$ cat config.mk
export PLATFORM = sky130hd
export DESIGN_NAME = led_pwm_ctrl_flat
export DESIGN_NICKNAME = d
export VERILOG_FILES = /design/src/rtl/led_pwm_pkg.sv /design/src/rtl/led_pwm_ctrl_if.sv /design/src/rtl/led_pwm_channel.sv /design/src/rtl/led_pwm_ctrl.sv /design/src/flat_wrapper.sv
export SDC_FILE = /design/constraint.sdc
export NUM_CORES = 1
export LEC_CHECK = 0
export ABC_AREA = 1
export BUFFER_PORTS_ARGS = -buffer_cell sky130_fd_sc_hd__buf_2
export CORE_MARGIN = 2
export CORE_UTILIZATION = 50
export CTS_BUF_LIST = sky130_fd_sc_hd__clkbuf_4 sky130_fd_sc_hd__clkbuf_8 sky130_fd_sc_hd__clkbuf_16
export DETAILED_ROUTE_END_ITERATION = 16
export HOLD_SLACK_MARGIN = 0.03
export PLACE_DENSITY = 0.7
export SLEW_MARGIN = 5
export SYNTH_ARGS = -nofsm -noshare
export SYNTH_HDL_FRONTEND = slang
export SYNTH_SLANG_ARGS = --single-unit
export TNS_END_PERCENT = 100
$ cat constraint.sdc
create_clock -name clk -period 2 [get_ports clk]
set_input_delay 0.4 -clock clk [delete_from_list [all_inputs] [get_ports clk]]
set_output_delay 0.4 -clock clk [all_outputs]
set_load 0.03 [all_outputs]
$ cat src/rtl/led_pwm_pkg.sv
// Shared definitions for the LED PWM controller.
//   LED_MODE_*     2-bit channel mode encodings (OFF / ON / BLINK / BREATHE)
//   breathe_dir_e  direction of the per-channel breathe ramp
//   chan_width()   width of a channel index; never narrower than one bit
package led_pwm_pkg;

   localparam logic [1:0] LED_MODE_OFF     = 2'd0;
   localparam logic [1:0] LED_MODE_ON      = 2'd1;
   localparam logic [1:0] LED_MODE_BLINK   = 2'd2;
   localparam logic [1:0] LED_MODE_BREATHE = 2'd3;

   typedef enum logic {
      DIR_UP   = 1'b0,
      DIR_DOWN = 1'b1
   } breathe_dir_e;

   function automatic int chan_width(input int nr_channels);
      return (nr_channels > 1) ? $clog2(nr_channels) : 1;
   endfunction

endpackage

$ cat src/rtl/led_pwm_ctrl_if.sv
// Configuration write port of the LED PWM controller.
//   cfg_wr     single-cycle write strobe
//   cfg_chan   target channel index (out-of-range indices are ignored by the slave)
//   cfg_mode   LED_MODE_* encoding
//   cfg_level  brightness / breathe peak
// master: CPU PIO or bus bridge side; slave: led_pwm_ctrl.
interface led_pwm_ctrl_if
   import led_pwm_pkg::*;
#(
   parameter int NR_CHANNELS = 3,
   parameter int PWM_BITS    = 8
);
   localparam int CHAN_W = chan_width(NR_CHANNELS);

   logic                cfg_wr;
   logic [CHAN_W-1:0]   cfg_chan;
   logic [1:0]          cfg_mode;
   logic [PWM_BITS-1:0] cfg_level;

   modport master (output cfg_wr, cfg_chan, cfg_mode, cfg_level);
   modport slave  (input  cfg_wr, cfg_chan, cfg_mode, cfg_level);
endinterface

$ cat src/rtl/led_pwm_channel.sv
// One LED channel: shadow and active {mode, level}, breathe ramp, duty select,
// PWM compare and the registered pad drive.
//   clk, reset_n   system clock, async active-low reset
//   period_end     last clk of the PWM period; active <= shadow, ramp steps
//   wr_en          decoded config write for this channel
//   cfg_mode/level write data
//   pwm_cnt        shared PWM counter
//   blink_phase    shared blink phase
//   led_out        registered LED drive (polarity set by ACTIVE_LOW)
//
// Breathe direction state:
//   state    | meaning
//   DIR_UP   | ramp climbs by one per period toward level
//   DIR_DOWN | ramp falls by one per period toward 0
module led_pwm_channel
   import led_pwm_pkg::*;
#(
   parameter int PWM_BITS   = 8,
   parameter bit ACTIVE_LOW = 1'b0
) (
   input  logic                clk,
   input  logic                reset_n,
   input  logic                period_end,
   input  logic                wr_en,
   input  logic [1:0]          cfg_mode,
   input  logic [PWM_BITS-1:0] cfg_level,
   input  logic [PWM_BITS-1:0] pwm_cnt,
   input  logic                blink_phase,
   output logic                led_out
);
   localparam logic [PWM_BITS-1:0] ONE = PWM_BITS'(1);

   logic [1:0]          shadow_mode_q, shadow_mode_d;
   logic [PWM_BITS-1:0] shadow_level_q, shadow_level_d;
   logic [1:0]          active_mode_q, active_mode_d;
   logic [PWM_BITS-1:0] active_level_q, active_level_d;
   logic [PWM_BITS-1:0] ramp_q, ramp_d;
   breathe_dir_e        dir_q, dir_d;
   logic                led_q, led_d;
   logic [PWM_BITS-1:0] duty;
   logic                lit;

   always_comb begin
      shadow_mode_d  = shadow_mode_q;
      shadow_level_d = shadow_level_q;
      active_mode_d  = active_mode_q;
      active_level_d = active_level_q;
      ramp_d         = ramp_q;
      dir_d          = dir_q;

      if (wr_en) begin
         shadow_mode_d  = cfg_mode;
         shadow_level_d = cfg_level;
      end

      if (period_end) begin
         // Active takes the shadow as it was before this edge, so a write
         // landing on period_end waits one more period.
         active_mode_d  = shadow_mode_q;
         active_level_d = shadow_level_q;

         // Ramp steps on the values that were active during the period just
         // ending. Held at 0/up outside BREATHE so entry always starts fresh.
         if (active_mode_q != LED_MODE_BREATHE || active_level_q == '0) begin
            ramp_d = '0;
            dir_d  = DIR_UP;
         end else if (ramp_q > active_level_q) begin
            ramp_d = active_level_q;
            dir_d  = DIR_DOWN;
         end else if (ramp_q == active_level_q || (dir_q == DIR_DOWN && ramp_q != '0)) begin
            ramp_d = ramp_q - ONE;
            dir_d  = (ramp_q == ONE) ? DIR_UP : DIR_DOWN;
         end else begin
            ramp_d = ramp_q + ONE;
            dir_d  = (ramp_q + ONE == active_level_q) ? DIR_DOWN : DIR_UP;
         end
      end
   end

   always_comb begin
      duty = '0;
      case (active_mode_q)
         LED_MODE_ON:      duty = active_level_q;
         LED_MODE_BLINK:   duty = blink_phase ? active_level_q : '0;
         LED_MODE_BREATHE: duty = ramp_q;
         default:          duty = '0;
      endcase
   end

   // Full scale is special-cased so the LED never drops out for one tick.
   assign lit   = (duty == '1) || (pwm_cnt < duty);
   assign led_d = lit ^ ACTIVE_LOW;

   always_ff @(posedge clk or negedge reset_n) begin
      if (!reset_n) begin
         shadow_mode_q  <= LED_MODE_OFF;
         shadow_level_q <= '0;
         active_mode_q  <= LED_MODE_OFF;
         active_level_q <= '0;
         ramp_q         <= '0;
         dir_q          <= DIR_UP;
         led_q          <= ACTIVE_LOW;
      end else begin
         shadow_mode_q  <= shadow_mode_d;
         shadow_level_q <= shadow_level_d;
         active_mode_q  <= active_mode_d;
         active_level_q <= active_level_d;
         ramp_q         <= ramp_d;
         dir_q          <= dir_d;
         led_q          <= led_d;
      end
   end

   assign led_out = led_q;

endmodule

$ cat src/rtl/led_pwm_ctrl.sv
// Multi-channel LED PWM driver (off / steady / blink / breathe per channel).
//   clk          system clock (osc25)
//   reset_n      async active-low reset
//   cfg          config write port (led_pwm_ctrl_if.slave)
//   period_end   1-clk pulse on the last clk of each PWM period
//   led_out      registered LED drive, one bit per channel
// Holds the shared timebase (prescaler, PWM counter, blink counter/phase) and
// the channel-index decode; per-channel state lives in led_pwm_channel.
module led_pwm_ctrl
   import led_pwm_pkg::*;
#(
   parameter int NR_CHANNELS = 3,
   parameter int PWM_BITS    = 8,
   parameter int PRESCALE    = 97,
   parameter int BLINK_SHIFT = 8,
   parameter bit ACTIVE_LOW  = 1'b0
) (
   input  logic                   clk,
   input  logic                   reset_n,
   led_pwm_ctrl_if.slave          cfg,
   output logic                   period_end,
   output logic [NR_CHANNELS-1:0] led_out
);
   localparam int PRE_W = (PRESCALE > 1) ? $clog2(PRESCALE) : 1;
   localparam logic [PRE_W-1:0] PRE_RELOAD = PRE_W'(PRESCALE - 1);

   // Prescaler counts down and ticks on terminal count 0; reloading from
   // PRESCALE-1 out of reset gives the same tick phase as counting up from 0.
   logic [PRE_W-1:0]       pre_cnt_q, pre_cnt_d;
   logic [PWM_BITS-1:0]    pwm_cnt_q, pwm_cnt_d;
   logic [BLINK_SHIFT-1:0] blink_cnt_q, blink_cnt_d;
   logic                   blink_phase_q, blink_phase_d;
   logic                   tick;
   logic                   pe;
   logic [NR_CHANNELS-1:0] wr_en;

   assign tick = (pre_cnt_q == '0);
   assign pe   = tick && (pwm_cnt_q == '1);

   always_comb begin
      pre_cnt_d     = tick ? PRE_RELOAD : pre_cnt_q - PRE_W'(1);
      pwm_cnt_d     = tick ? pwm_cnt_q + PWM_BITS'(1) : pwm_cnt_q;
      blink_cnt_d   = pe ? blink_cnt_q + BLINK_SHIFT'(1) : blink_cnt_q;
      // Phase flips as the blink counter wraps to 0.
      blink_phase_d = blink_phase_q ^ (pe && (blink_cnt_q == '1));
   end

   always_comb begin
      wr_en = '0;
      for (int i = 0; i < NR_CHANNELS; i++) begin
         wr_en[i] = cfg.cfg_wr && (int'(cfg.cfg_chan) == i);
      end
   end

   always_ff @(posedge clk or negedge reset_n) begin
      if (!reset_n) begin
         pre_cnt_q     <= PRE_RELOAD;
         pwm_cnt_q     <= '0;
         blink_cnt_q   <= '0;
         blink_phase_q <= 1'b0;
      end else begin
         pre_cnt_q     <= pre_cnt_d;
         pwm_cnt_q     <= pwm_cnt_d;
         blink_cnt_q   <= blink_cnt_d;
         blink_phase_q <= blink_phase_d;
      end
   end

   // Decoded from registers only, so it is clean to export directly.
   assign period_end = pe;

   for (genvar gi = 0; gi < NR_CHANNELS; gi++) begin : g_chan
      led_pwm_channel #(
         .PWM_BITS   (PWM_BITS),
         .ACTIVE_LOW (ACTIVE_LOW)
      ) u_chan (
         .clk         (clk),
         .reset_n     (reset_n),
         .period_end  (pe),
         .wr_en       (wr_en[gi]),
         .cfg_mode    (cfg.cfg_mode),
         .cfg_level   (cfg.cfg_level),
         .pwm_cnt     (pwm_cnt_q),
         .blink_phase (blink_phase_q),
         .led_out     (led_out[gi])
      );
   end

endmodule

$ cat src/flat_wrapper.sv
// flat-port wrapper written by rule: the top's interface ports become plain ports
module led_pwm_ctrl_flat import led_pwm_pkg::*;
#(
   parameter int NR_CHANNELS = 3,
   parameter int PWM_BITS    = 8,
   parameter int PRESCALE    = 97,
   parameter int BLINK_SHIFT = 8,
   parameter bit ACTIVE_LOW  = 1'b0
)
  (clk, reset_n, period_end, led_out, cfg_cfg_wr, cfg_cfg_chan, cfg_cfg_mode, cfg_cfg_level);
  led_pwm_ctrl_if #(.NR_CHANNELS(NR_CHANNELS), .PWM_BITS(PWM_BITS)) cfg_i ();
  input  logic clk;
  input  logic reset_n;
  output logic period_end;
  output logic [NR_CHANNELS-1:0] led_out;
  input wire logic [$bits(cfg_i.cfg_wr)-1:0] cfg_cfg_wr;
  input wire logic [$bits(cfg_i.cfg_chan)-1:0] cfg_cfg_chan;
  input wire logic [$bits(cfg_i.cfg_mode)-1:0] cfg_cfg_mode;
  input wire logic [$bits(cfg_i.cfg_level)-1:0] cfg_cfg_level;
  assign cfg_i.cfg_wr = cfg_cfg_wr;
  assign cfg_i.cfg_chan = cfg_cfg_chan;
  assign cfg_i.cfg_mode = cfg_cfg_mode;
  assign cfg_i.cfg_level = cfg_cfg_level;
  led_pwm_ctrl #(.NR_CHANNELS(NR_CHANNELS), .PWM_BITS(PWM_BITS), .PRESCALE(PRESCALE), .BLINK_SHIFT(BLINK_SHIFT), .ACTIVE_LOW(ACTIVE_LOW)) u_core (.clk(clk), .reset_n(reset_n), .cfg(cfg_i), .period_end(period_end), .led_out(led_out));
endmodule
Word level (Yosys, flattened, before mapping)
Index checks and enable logic that the tools add are counted. W data, S select, Z words.

Bits of input ports: 15. Logic and storage cells: 125. Flip-flop bits (word level): 114.

Add/subtract/negate cells: 9. Magnitude comparators: 6. Equality and inequality tests: 28. Reduce and logical (&&, ||, !) cells: 25. Bitwise logic cells: 1. Mux-type cells: 31.

Operator list (number): $mux W8 (12); $pmux W8 S3 (3); $eq A8 B8 Y1 (6); $add A8 B1 Y8 const B (5); $eq A8 B8 Y1 const B (5); $eq A8 B1 Y1 const B (3); $gt A8 B8 Y1 (3); $logic_not A8 Y1 (3); $lt A8 B8 Y1 (3); $reduce_bool A8 Y1 (3); $sub A8 B1 Y8 const B (3); $eq A2 B2 Y1 const B (8); $mux W1 (15); $logic_or A1 B1 Y1 (9); $logic_and A1 B1 Y1 (8); $logic_not A7 Y1 (1); $mux W7 (1); $sub A7 B1 Y7 const B (1); $eq A2 B1 Y1 const B (3); $ne A2 B2 Y1 const B (3); $logic_not A2 Y1 (1); $xor A1 B1 Y1 (1).

Depth between registers and ports, before layout
Word-level depth: 6. Mapped depth: 14. Gate-level depth less buffers: 14.

Cells and area by module
Synthesis repeated with hierarchy kept, for this count alone.

Cells, all modules: 1092. Area, all modules: 8222.9 µm².

By module, submodules not included: led_pwm_channel (u_core.g_chan[0].u_chan ...) (cells each 307, times used 2, area each 2279.7 µm², seq. area each 750.7 µm²); led_pwm_channel (u_core.g_chan[1].u_chan) (cells each 318, times used 1, area each 2362.3 µm², seq. area each 750.7 µm²); led_pwm_ctrl (cells each 160, times used 1, area each 1301.2 µm², seq. area each 603.1 µm²).

Least setup slack after synthesis
Ideal clock, no wire load.

Path kind: reg-to-reg. Start point: reg u_core.g_chan[0].u_chan.active_mode_q[0]. End point: reg u_core.g_chan[0].u_chan.led_q. Path slack: 77 ps. Data required time: 1917 ps. Stages on the path, launching flop included: 13. Arrival: 1840 ps. Library setup time: 83 ps. Path through: dfrtp_1 nand2_1 inv_1 nor2_1 nand2_1 o22ai_1 inv_1 ha_1 a21oi_1 nor2_1 a211oi_1 nand2_1 o21ai_0.

Word-level cells in the longest chain between the ends: 4.

Ends and longest elaborated chain: start: declaration (line led_pwm_channel.sv:35) `logic [1:0] active_mode_q, active_mode_d;`; start signal: assignment (line led_pwm_channel.sv:106) `active_mode_q <= active_mode_d;`; $eq A2 B2 Y1 / $eq A2 B1 Y1 (equally long branches) (line led_pwm_channel.sv:82) `case (active_mode_q)`; $pmux W8 S3 (*) (line led_pwm_channel.sv:82); $lt A8 B8 Y1 / $eq A8 B8 Y1 (equally long branches) (line led_pwm_channel.sv:91) `assign lit = (duty == '1) || (pwm_cnt < duty);`; $logic_or A1 B1 Y1 (*) (line led_pwm_channel.sv:91); via u_core.g_chan[0].u_chan.led_d (line led_pwm_channel.sv:39) `logic led_q, led_d;`; end signal: assignment (line led_pwm_channel.sv:110) `led_q <= led_d;`; end: declaration (line led_pwm_channel.sv:39).

Mark *: on every way through the listed nets, which the timed path passes. The rest lies on a longest branch. A chain may end at the register's enable or synchronous reset.

Worst setup path in the final report
Start point: reg u_core.pre_cnt_q[0]. End point: out period_end.

Word-level cells in the longest chain between the ends: 2.

Ends and longest elaborated chain: start: declaration (line led_pwm_ctrl.sv:29) `logic [PRE_W-1:0] pre_cnt_q, pre_cnt_d;`; start signal: assignment (line led_pwm_ctrl.sv:62) `pre_cnt_q <= pre_cnt_d;`; $logic_not A7 Y1 (line led_pwm_ctrl.sv:37) `assign tick = (pre_cnt_q == '0);`; $logic_and A1 B1 Y1 (line led_pwm_ctrl.sv:38) `assign pe = tick && (pwm_cnt_q == '1);`; end: declaration (line flat_wrapper.sv:14) `output logic period_end;`.

Every way passes these cells.

==> metrics.txt <==
fin. max-slew vios 0; unrepaired setup endpoints after global routing yes; Post-DP Area slightly below 9000 um2; commonest non-fill, non-tap cell in the layout nand2_1; final instance area 9700 um2; Post-DP HPWL roughly 15,000 um; Required @ worst endpoint 1.60 ns; CTS Buf Count 17; part of the power in registers 0.436; share of layout cells above drive strength 1 0.180; Relative slew margins 0.678; ys flop type dfrtp_1; Reg clk slew, reported paths 0.06 ns; CTS Root Cell clkbuf_16; TritonCTS clock tree yes; internal power around 4.4 mW; Post-Syn Instances roughly 1,100; met3 Use GR 0.0484; deepest clock path buffer count 2; PortBufs 18; Final GP Congestion ~0.94; GRT Total Usage 0.260; global routing usage on met1 0.360; Die Span X 130 um; cell area power density a little under 600 nW/um2; routed via count around 7,500; Clock Latency Late Sink approximately 0.42 ns; core footprint 15,700 um2; top-area cell type share of the netlist area 0.354; combinational power share 0.031; fmax a little under 0.5 GHz; Arr. time, crit path about 1.6 ns; clock share of power 0.533; Ports 19; Tmin final about 2.0 ns; clock sink count 114; CP Class flop to primary output; failing checks setup timing; H-tree depth 4; outcome finished with violations; area occupied by registers roughly 2900 um2; largest net degree at the start of global routing 39; commonest cells after routing, fill and taps aside nand2_1, inv_1, dfrtp_1; Layout area overhead 22.5%; count of final setup violators 1; Initial Util 0.504; met2 GRT Util 0.411; Clock Skew approximately 0.009 ns; largest area contributor in the netlist dfrtp_1; Final period util 1.01; synth warn 0; peak supply drop 0.000678 V; die height 130 um; Synth Cell Area a little under 8000 um2; full die area approximately 17,000 um2; Sw Share 0.233; synth top area cells dfrtp_1, nand2_1, ha_1, inv_1, nand3_1; final core utilization 0.618; placed cells around 1,400; row count 46; gr busiest metal met2; vias in the first global route a little over 7,000; fin cells 1,425; DRC 0; Mapped Nets roughly 1,200; Fin. Hold Viols 0; Overflow after GRT 0; setup TNS -0.0273 ns; Synth Register Bits 114; Synth cell types 38; mean area per synthesized cell slightly above 7 um2; Fill cells about 1,400; antenna cells 0; setup ws final -0.0273 ns; via/cell ratio between 5 and 6; Async S/R FF share, synth 1.00; total power draw roughly 5.7 mW; Seq/Total Area, Yosys 0.360; Critical Path Sink Type primary output; first-pass GRT wire length between 30,000 and 40,000 um; Psw about 1.3 mW; Least-Margin Pin Slew approximately 0.48 ns; Min-Delay Path Class primary input to flop; drt first pass iters 6; Multi-input gate area 4620 um2; post-route ant nets 0; Post-synth EDFFs 0; Crit Path Max Fanout 2; Leak 4.90 nW; WL final ~21,000 um; nets@finish about 1,300; crit path launch type flop; MaxCap Viol Count 0; DR WL/cell ~15 um; initial antenna violation count 0; Initial DRC Count just over 800
[metrics by stage]
| step | setup WS, ns | hold WS, ns |
|---|---|---|
| global placement | 0.0551 | 0.393 |
| detailed placement | -0.0228 | 0.395 |
| global route | -0.120 | 0.298 |
| finish | -0.0273 | 0.283 |
| floorplan | 0.0773 | 0.104 |
| CTS | -0.0311 | 0.279 |
[flip-flops by register name (all words and copies together) (netlist names)]
signal and flops:
u_core.g_chan.u_chan.shadow_level_q 24, u_core.g_chan.u_chan.ramp_q 24, u_core.g_chan.u_chan.led_out 3, u_core.pwm_cnt_q 8
u_core.g_chan.u_chan.active_level_q 24, u_core.g_chan.u_chan.active_mode_q 6, u_core.blink_phase_q 1, u_core.blink_cnt_q 8
u_core.g_chan.u_chan.dir_q 3, u_core.g_chan.u_chan.shadow_mode_q 6, u_core.pre_cnt_q 7
[cell type report]
cell class / count / share of cell area
multi-input cells: 821 / 0.476
clock buffers: 20 / 0.0468
clock inverters: 12 / 0.0137
inverters: 132 / 0.0514
repair buffers: 110 / 0.0897
well taps: 216 / 0.0278
flip-flops and latches: 114 / 0.294
[worst paths after layout]
kind                                                                      start                                                    end  slack (ns)  depth (start not counted)
min in group asynchronous                                               reset_n          u_core.g_chan[1].u_chan.ramp_q[3]$_DFFE_PN0P_        0.49                          2
hold reg to reg                                   u_core.pre_cnt_q[0]$_DFF_PN0_                          u_core.pre_cnt_q[0]$_DFF_PN0_        0.45                          1
max in group asynchronous                                               reset_n          u_core.g_chan[0].u_chan.ramp_q[0]$_DFFE_PN0P_        0.86                          3
setup reg to reg           u_core.g_chan[1].u_chan.active_mode_q[1]$_DFFE_PN0P_              u_core.g_chan[1].u_chan.led_out$_DFF_PN0_        0.09                         12
hold / removal                                                 cfg_cfg_level[0]  u_core.g_chan[1].u_chan.shadow_level_q[0]$_DFFE_PN0P_        0.28                          3
setup / recovery                                  u_core.pre_cnt_q[0]$_DFF_PN0_                                             period_end       -0.03                          7
[per-layer routing]
| layer | routed length [um] | part of all wire |
|---|---|---|
| met5 | 0 | 0 |
| met3 | 1080 | 0.051 |
| met4 | 494 | 0.023 |
| met1 | 9890 | 0.47 |
| met2 | 9620 | 0.46 |
[cell usage after synthesis, types with 3 or more instances]
cell type,count
nand2_1,350
inv_1,129
dfrtp_1,112
nand3_1,84
o21ai_0,82
nor2_1,79
ha_1,60
xor2_1,26
a21oi_1,24
o21ai_1,20
o22ai_1,18
nand4_1,17
buf_2,12
nor2_4,11
o211ai_1,10
buf_6,7
clkbuf_1,7
nor3_1,7
xnor2_1,7
nor2_2,6
buf_4,4
a211oi_1,3
a22oi_1,3
o21ai_2,3
[power groups by stage]
stage,Combinational (mW),Clock [mW],Sequential [mW]
2_1_floorplan,0.0833,0,2.48
3_3_place_gp,0.173,0,2.51
3_5_place_dp,0.180,0,2.51
4_1_cts,0.184,3.05,2.47
5_1_grt,0.216,3.18,2.48
6_report,0.178,3.03,2.48
[logic make-up after synthesis]
group                    synth area share
AO/OA/AOI/OAI                       0.113
XOR/XNOR                           0.0365
adder cells (fa/ha/maj)            0.0947
buffers and inverters              0.0883
flip-flops                          0.360
AND/OR/NAND/NOR                     0.307
[critical path, stage by stage (launching register included)]
cell	delay, ns
dfrtp_1	0.39
inv_2	0.09
ha_4	0.15
nand4_4	0.09
nor2_4	0.15
nand4_4	0.14
inv_2	0.08
buf_6	0.12
[timing repair]
action / 4_1_cts / 5_1_grt
endpoints found under the setup margin: 2 / 20
hold buffers: 1 / 0
buffers inserted: 5 / 4
pin swaps: 4 / 11
gates resized for setup: 9 / 52
hold endpoints to repair: 28 / 0
Power figures use the tool's default switching activity.
